===== src/rtl/issue_scheduler.sv =====
// Dual-lane in-order issue scheduler: scoreboard hazard checks and routing of
// up to two decoded instructions per cycle into four registered unit issue slots.
module issue_scheduler #(
    parameter int unsigned PAYLOAD_W = 32
) (
    input  logic                                clk,
    input  logic                                reset_n,
    input  logic                                flush_i,
    input  logic [1:0]                          slot_valid_i,
    input  logic [1:0][1:0]                     slot_unit_i,
    input  logic [1:0][4:0]                     slot_rd_i,
    input  logic [1:0][4:0]                     slot_rs1_i,
    input  logic [1:0][4:0]                     slot_rs2_i,
    input  logic [1:0]                          slot_rd_we_i,
    input  logic [1:0]                          slot_rs1_used_i,
    input  logic [1:0]                          slot_rs2_used_i,
    input  logic [1:0][PAYLOAD_W-1:0]           slot_payload_i,
    output logic [1:0]                          slot_ready_o,
    output logic [3:0]                          unit_valid_o,
    output logic [3:0][4:0]                     unit_rd_o,
    output logic [3:0]                          unit_rd_we_o,
    output logic [3:0][PAYLOAD_W-1:0]           unit_payload_o,
    input  logic [3:0]                          unit_ready_i,
    input  logic [1:0]                          wb_valid_i,
    input  logic [1:0][4:0]                     wb_rd_i,
    output logic [31:0]                         busy_o,
    output logic [31:0]                         stall_cnt_o
);

    localparam int unsigned NB_LANES = 2;
    localparam int unsigned NB_UNITS = 4;
    localparam int unsigned REG_W    = 5;
    localparam int unsigned NB_REGS  = 32;
    localparam int unsigned CNT_W    = 32;

    logic [NB_UNITS-1:0]                 r_unit_valid;
    logic [NB_UNITS-1:0][REG_W-1:0]      r_unit_rd;
    logic [NB_UNITS-1:0]                 r_unit_rd_we;
    logic [NB_UNITS-1:0][PAYLOAD_W-1:0]  r_unit_payload;
    logic [NB_REGS-1:0]                  r_busy;
    logic [CNT_W-1:0]                    r_stall_cnt;

    logic [NB_REGS-1:0]                  w_wb_clear;
    logic [NB_REGS-1:0]                  w_busy_eff;
    logic [NB_REGS-1:0]                  w_busy_set;
    logic [NB_LANES-1:0]                 w_hazard;
    logic [NB_UNITS-1:0]                 w_unit_free;
    logic [NB_UNITS-1:0]                 w_load;
    logic [NB_UNITS-1:0]                 w_load_lane;
    logic                                w_pair_dep;
    logic [NB_LANES-1:0]                 w_acc;

    // Writebacks clear busy in the same cycle they are seen by hazard checks.
    always_comb begin
        w_wb_clear = '0;
        for (int j = 0; j < int'(NB_LANES); j++) begin
            if (wb_valid_i[j] && (wb_rd_i[j] != '0)) begin
                w_wb_clear[wb_rd_i[j]] = 1'b1;
            end
        end
        w_busy_eff = r_busy & ~w_wb_clear;
    end

    always_comb begin
        w_hazard    = '0;
        w_unit_free = '0;
        for (int k = 0; k < int'(NB_LANES); k++) begin
            w_hazard[k] = (slot_rs1_used_i[k] && w_busy_eff[slot_rs1_i[k]]) ||
                          (slot_rs2_used_i[k] && w_busy_eff[slot_rs2_i[k]]) ||
                          (slot_rd_we_i[k]    && w_busy_eff[slot_rd_i[k]]);
        end
        for (int u = 0; u < int'(NB_UNITS); u++) begin
            w_unit_free[u] = !r_unit_valid[u] || unit_ready_i[u];
        end
    end

    assign w_pair_dep = slot_rd_we_i[0] && (slot_rd_i[0] != '0) &&
                        ((slot_rs1_used_i[1] && (slot_rs1_i[1] == slot_rd_i[0])) ||
                         (slot_rs2_used_i[1] && (slot_rs2_i[1] == slot_rd_i[0])) ||
                         (slot_rd_we_i[1]    && (slot_rd_i[1]  == slot_rd_i[0])));

    assign w_acc[0] = reset_n && !flush_i && slot_valid_i[0] && !w_hazard[0] &&
                      w_unit_free[slot_unit_i[0]];
    assign w_acc[1] = w_acc[0] && slot_valid_i[1] && !w_hazard[1] &&
                      w_unit_free[slot_unit_i[1]] &&
                      (slot_unit_i[1] != slot_unit_i[0]) && !w_pair_dep;

    assign slot_ready_o = w_acc;

    // Route accepted lanes to their unit slots and collect new busy bits.
    always_comb begin
        w_load      = '0;
        w_load_lane = '0;
        w_busy_set  = '0;
        for (int k = 0; k < int'(NB_LANES); k++) begin
            if (w_acc[k]) begin
                w_load[slot_unit_i[k]]      = 1'b1;
                w_load_lane[slot_unit_i[k]] = 1'(k);
                if (slot_rd_we_i[k] && (slot_rd_i[k] != '0)) begin
                    w_busy_set[slot_rd_i[k]] = 1'b1;
                end
            end
        end
    end

    always_ff @(posedge clk or negedge reset_n) begin
        if (!reset_n) begin
            r_unit_valid   <= '0;
            r_unit_rd      <= '0;
            r_unit_rd_we   <= '0;
            r_unit_payload <= '0;
            r_busy         <= '0;
            r_stall_cnt    <= '0;
        end else if (flush_i) begin
            r_unit_valid <= '0;
            r_busy       <= '0;
        end else begin
            r_busy <= w_busy_eff | w_busy_set;
            for (int u = 0; u < int'(NB_UNITS); u++) begin
                if (w_load[u]) begin
                    r_unit_valid[u]   <= 1'b1;
                    r_unit_rd[u]      <= slot_rd_i[w_load_lane[u]];
                    r_unit_rd_we[u]   <= slot_rd_we_i[w_load_lane[u]];
                    r_unit_payload[u] <= slot_payload_i[w_load_lane[u]];
                end else if (unit_ready_i[u]) begin
                    r_unit_valid[u] <= 1'b0;
                end
            end
            if (slot_valid_i[0] && !w_acc[0]) begin
                r_stall_cnt <= r_stall_cnt + CNT_W'(1);
            end
        end
    end

    assign unit_valid_o   = r_unit_valid;
    assign unit_rd_o      = r_unit_rd;
    assign unit_rd_we_o   = r_unit_rd_we;
    assign unit_payload_o = r_unit_payload;
    assign busy_o         = r_busy;
    assign stall_cnt_o    = r_stall_cnt;

endmodule


===== config.mk =====
export PLATFORM = sky130hd
export DESIGN_NAME = issue_scheduler
export DESIGN_NICKNAME = d
export VERILOG_FILES = /design/src/rtl/issue_scheduler.sv
export SDC_FILE = /design/constraint.sdc
export NUM_CORES = 1
export LEC_CHECK = 0
export BUFFER_PORTS_ARGS = -buffer_cell sky130_fd_sc_hd__buf_4
export CORE_MARGIN = 2
export CORE_UTILIZATION = 55
export CTS_CLUSTER_DIAMETER = 100
export CTS_CLUSTER_SIZE = 8
export DETAILED_ROUTE_END_ITERATION = 12
export PLACE_DENSITY = 0.82
export SETUP_SLACK_MARGIN = 0.4
export SYNTH_ARGS = -nofsm -noshare
export SYNTH_HDL_FRONTEND = slang
export SYNTH_SLANG_ARGS = --single-unit

===== constraint.sdc =====
create_clock -name clk -period 5.47 [get_ports clk]
set_input_delay 1.094 -clock clk [delete_from_list [all_inputs] [get_ports clk]]
set_output_delay 1.094 -clock clk [all_outputs]
set_load 0.05 [all_outputs]

Word-level counts from Yosys, hierarchy flattened --
Cells that the tools add are included.
Word-level totals: register bits 220, bits of input ports 125, output and inout bits 222, word-level logic and storage cells 183
Cells by class: add/sub/neg operators 1, magnitude comparators 20, eq/ne operators 4, multiplexer cells 71, bitwise gates (word level) 7, reductions and logical operators 62
Operators with widths (number):
- 32-bit two-way mux | 15
- 32-bit OR | 3
- 5-bit by 6-bit < comparator with 1-bit output (second input constant) | 8
- 5-bit two-way mux | 8
- 32-bit by 1-bit adder with 32-bit output (second input constant) | 1
- 32-bit AND | 1
- 32-bit inverter | 1
- 1-bit binary-select mux with 5-bit select | 6
- 1-bit logical AND | 30
- 1-bit two-way mux | 30
- 1-bit demux with 5-bit select | 4
- 5-bit by 1-bit >= comparator with 1-bit output (second input constant) | 4
- 5-bit nonzero test | 4
- 4-bit two-way mux | 4
- 5-bit == test | 3
- 3-bit nonzero test | 4
- 1-bit logical OR | 10
- 2-bit AND reduction | 5
- 1-bit zero test | 9
- 1-bit by 2-bit < comparator with 1-bit output (second input constant) | 4
- 2-bit by 3-bit < comparator with 1-bit output (second input constant) | 2
- 1-bit binary-select mux with 2-bit select | 2
- 1-bit demux with 2-bit select | 2
- 2-bit by 1-bit >= comparator with 1-bit output (second input constant) | 2
- other kinds (3) | 3

Longest topological paths before layout --
word-level depth 25, mapped depth 14, depth with buffers taken out 11

Worst setup path before layout --
Ideal clock, no wire load.
path type input port to output port, from in wb_rd_i[0] in the netlist's numbering, to out slot_ready_o[1], arrival time 3.798 ns, required time 4.376 ns, path slack 0.578 ns, stages on the path 12, buffers on the path 2, cell sequence buf_2 > or2_2 > buf_2 > o221ai_1 > o22ai_1 > nor4_2 > a2111oi_2 > a21oi_4 > nand3_2 > clkinv_2 > nand2_1 > inv_1
Between the ends: longest elaborated chain between the ends 22, elaborated cells between the ends (all ways) 43, those cells by class order compare (2); mux (16); bitwise (3); reduce/logical (22)
Ends and longest elaborated chain:
- from (decl) | line 25 | input logic [1:0][4:0] wb_rd_i,
- 5-bit by 6-bit < comparator with 1-bit output (not written as such) or 5-bit by 1-bit >= comparator with 1-bit output (tied branches) | line 58 | w_wb_clear[wb_rd_i[j]] = 1'b1;
- 1-bit logical AND (not written as such) | line 58
- 1-bit two-way mux (not written as such) | line 58
- 1-bit demux with 5-bit select | line 58
- 32-bit two-way mux * | line 57 | if (wb_valid_i[j] && (wb_rd_i[j] != '0)) begin
- 32-bit OR (no source line)
- 32-bit two-way mux * | line 57
- 32-bit inverter * | line 61 | w_busy_eff = r_busy & ~w_wb_clear;
- [4 not listed]
- 1-bit logical OR | line 68 | w_hazard[k] = (slot_rs1_used_i[k] && w_busy_eff[slot_rs1_i[k]]) ||
- 1-bit logical OR * | line 69 | (slot_rs2_used_i[k] && w_busy_eff[slot_rs2_i[k]]) ||
- 1-bit zero test * | line 82 | assign w_acc[0] = reset_n && !flush_i && slot_valid_i[0] && !w_hazard[0] &&
- 1-bit logical AND * (2 in a row) | line 82
- named net slot_ready_o[0] | line 18 | output logic [1:0] slot_ready_o,
- 1-bit logical AND * (3 in a row) | line 84 | assign w_acc[1] = w_acc[0] && slot_valid_i[1] && !w_hazard[1] &&
- 1-bit logical AND * | line 85 | w_unit_free[slot_unit_i[1]] &&
- 1-bit logical AND * | line 86 | (slot_unit_i[1] != slot_unit_i[0]) && !w_pair_dep;
- to (decl) | line 18
The timed path passes the listed nets; every way through them passes the cells marked *. The select of a mux whose other input is x is not followed.

Final worst setup path --
from in wb_rd_i[1] in the netlist's numbering, to out slot_ready_o[1]
Between the ends: longest elaborated chain between the ends 22, elaborated cells between the ends (all ways) 43, those cells by class order compare (2); mux (16); bitwise (3); reduce/logical (22)
Ends and longest elaborated chain (line):
- 5-bit by 6-bit < comparator with 1-bit output (not written as such) or 5-bit by 1-bit >= comparator with 1-bit output (tied branches) | 58
- 1-bit logical AND (not written as such) | 58
- 1-bit two-way mux (not written as such) | 58
- 1-bit demux with 5-bit select | 58
- 32-bit two-way mux * | 57
- 32-bit OR (no source line)
- 32-bit two-way mux * | 57
- 32-bit inverter * | 61
- [4 not listed]
- 1-bit logical OR | 68
- 1-bit logical OR | 69
- 1-bit zero test | 82
- 1-bit logical AND (2 in a row) | 82
- 1-bit logical AND | 84
- 1-bit logical AND * (2 in a row) | 84
- 1-bit logical AND * | 85
- 1-bit logical AND * | 86
Every way passes the cells marked *; elsewhere a longest branch is shown, timed or not. The select of a mux whose other input is x is not followed.

==> results.cfg <==
[power]
p_int_uw = 4140
clkPwrFrac_pct = 23.2
comb_power_share_pct = 45.5
power.density_nw_per_um2 = 412
p_leak_uw = 0.00817
switching_share_pct = 43.2
seq_power_share_pct = 31.4
p_sw_uw = 3150
peakVddDrop_uv = 414

[yosys]
synth_fp_nets = 1413
yosysUniqueCellTypes = 74
synth-seq-cells = 220
synth_edf_count = 0
async_flop_share_pct = 100
synth_cells = 1287
synth_flop_cell = dfrtp_1
synth_area_per_cell_um2 = 10.7
netlist_area_um2 = 13800
synth-seq-area-share_pct = 39.8
synth_warnings = 0

[detailed_routing]
final_antenna_net_count = 0
wl_per_cell_um = 26.1
drtPass1Iterations = 5
vias = 13117
initialDrtViolationCount = 1319
drc = 0
vias_per_cell = 6.72
drt-total-wl_mm = 50.8

[placed_design]
dp_slack_ns = 0.395
dpl.hpwl_mm = 35.0
place_area_um2 = 16800
port_buffers = 346
place_congestion = 1.07

[clock_tree]
cts.sinks = 220
clock_latency_ns = 0.58
htree_num_levels = 1
cts_tree = built
root_buffer = clkbuf_16
cts_hold_buf = 0
ctsLongestPathBuffers = 3
numCtsBuffers = 31
path_clk_slew_ns = 0.05

[grt]
grtUsageTotal_pct = 37.6
first_global_vias = 13016
antenna_found_initial = 0
gr-total-overflow = 0
grt_pass1_wl_mm = 77.0
grt-busiest-layer = met2
grtUsageMet3_pct = 10.8
grt_max_degree = 75
gr-usage-met1_pct = 46.5
use_met2_pct = 59.3

[worst_setup_path]
critical_path_class = input pin to output pin
crit_arrival_ns = 3.93
worstSetupStartpointType = input pin
critPathMaxFanout = 10
required_ns = 4.38
end_kind = output pin

[die]
rows = 58
core_um2 = 24900
initial_core_util_pct = 55.5
fp.dieW_um = 163
dieHeight_um = 163
io_pins = 347
die_area_um2 = 26400

[sta]
maxSlewViolCount = 0
relSlewSlack_pct = 35.6
hold_viol_final = 0
rsz0062_at_grt = no
worst_pin_slew_ns = 0.967
hold-worst-slack_ns = 0.363
fmax_mhz = 199
fin_ws_ns = 0.445
finalCriticalPeriod_ns = 5.03
setup_viol = 0
period_share_pct = 91.9
fin_skew_ns = 0.0262
tns_ns = 0

[finish]
finalCoreUtilization_pct = 71.2
fillerInstances = 1810
final_layout_size_suffix_gt1_share_pct = 42.4
final_area_um2 = 17700
finish.net_count = 1746
num_antenna_cells = 0
layout-area-overhead-vs-synth_pct = 28.2

[hold_path]
hp-class = input pin to asynchronous set/reset pin

[flow_run]
maxCapViolCount = 0

[status]
status = finished clean
==> worst max-delay path, cell delays in order <==
cell	delay [ns]
buf_4	0.14
nand2_1	0.39
o221ai_1	0.24
buf_4	0.22
mux4_2	0.47
a2111oi_1	0.60
nor4_2	0.15
and3_1	0.24
nand2_1	0.09
inv_1	0.09
buf_4	0.20
==> metrics by stage <==
step	cells	total power [µW]
global route	1951	7560
global placement	1915	5510
detailed placement	1915	5590
finish	1951	7300
floorplan	1287	4490
CTS	1949	7300
==> synthesized netlist by cell type, types with 26 or more instances <==
library cell	number	share of area [%]
dfrtp_1	220	40
mux2_2	182	15
mux2i_1	65	4.7
nor2_1	65	1.8
nor3_1	55	2.0
a21oi_1	52	1.9
clkbuf_1	50	1.4
nand2_1	43	1.2
xnor2_1	36	2.3
nand4_1	35	1.6
nand3_1	34	1.2
o221ai_1	32	2.0
buf_2	30	1.1
mux2_1	26	2.1
==> routing by layer <==
layer,vias to the layer above,wire [µm]
met5,-,0
met4,0,3310
met3,239,5580
met2,868,23400
met1,6447,18500
li1,5563,-
==> power by group through the flow <==
| stage | combinational [µW] | clock, µW | sequential (µW) |
|---|---|---|---|
| after detailed placement | 3290 | 0 | 2300 |
| after CTS | 3310 | 1710 | 2280 |
| after global placement | 3230 | 0 | 2280 |
| final | 3320 | 1690 | 2290 |
| after floorplan | 795 | 0 | 3690 |
| after global routing | 3450 | 1780 | 2330 |
==> sequential cells by signal, summed over array words and instances (netlist names) <==
register / count
unit_rd_we_o: 4
unit_rd_o: 20
unit_payload_o: 128
stall_cnt_o: 32
busy_o: 32
unit_valid_o: 4
==> worst paths after layout <==
check | start | depth (start not counted) | endpoint | slack (ns)
max in group asynchronous | reset_n | 3 | stall_cnt_o[8]$_DFFE_PN0P_ | 3.28
min | reset_n | 1 | unit_payload_o[82]$_DFFE_PN0P_ | 0.36
max | wb_rd_i[1] | 11 | slot_ready_o[1] | 0.44
min in group clk | stall_cnt_o[31]$_DFFE_PN0P_ | 1 | stall_cnt_o[31]$_DFFE_PN0P_ | 0.48
max reg2reg | busy_o[27]$_DFF_PN0_ | 10 | unit_payload_o[94]$_DFFE_PN0P_ | 1.71
min reg2reg | stall_cnt_o[31]$_DFFE_PN0P_ | 1 | stall_cnt_o[31]$_DFFE_PN0P_ | 0.48
==> layout by cell type (no fill, tap or decap), drive strengths merged, types with 18 or more instances in the layout <==
cell type	n
xnor2	36
nor3	55
nand2b	18
o31ai	19
mux2i	65
nand2	43
and3	22
a21oi	53
nand3	36
dfrtp	220
o221ai	40
nor2	65
o21ai	23
buf	403
nand4	36
mux2	218
clkbuf	32
inv	21
==> area by class of cell <==
type	instances	area, µm²	area share (%)
Tap cell	330	413	2.33
Clock buffer	32	779	4.40
Timing Repair Buffer	403	3080	17.4
Multi-Input combinational cell	939	7820	44.1
Inverter	25	95.1	0.537
Sequential cell	220	5510	31.1
Clock inverter	2	25.0	0.141
==> what timing repair did <==
| action | CTS | global route |
|---|---|---|
| setup buffers | 0 | 2 |
| endpoints found under the setup margin | 1 | 2 |
| resized for setup | 2 | 17 |
==> cells by family (layout without fill, tap and decap cells) <==
| logic type | after synthesis | count (layout) | share of synthesized area, % |
|---|---|---|---|
| fa+ha+maj | 1 | 1 | 0.0905 |
| mux | 297 | 297 | 25.0 |
| xor+xnor | 53 | 53 | 3.36 |
| simple gates | 349 | 349 | 14.0 |
| flops | 220 | 220 | 39.8 |
| buf+inv | 128 | 462 | 4.44 |
| compound gates | 239 | 239 | 13.3 |
(Power assumes the default switching activity.)
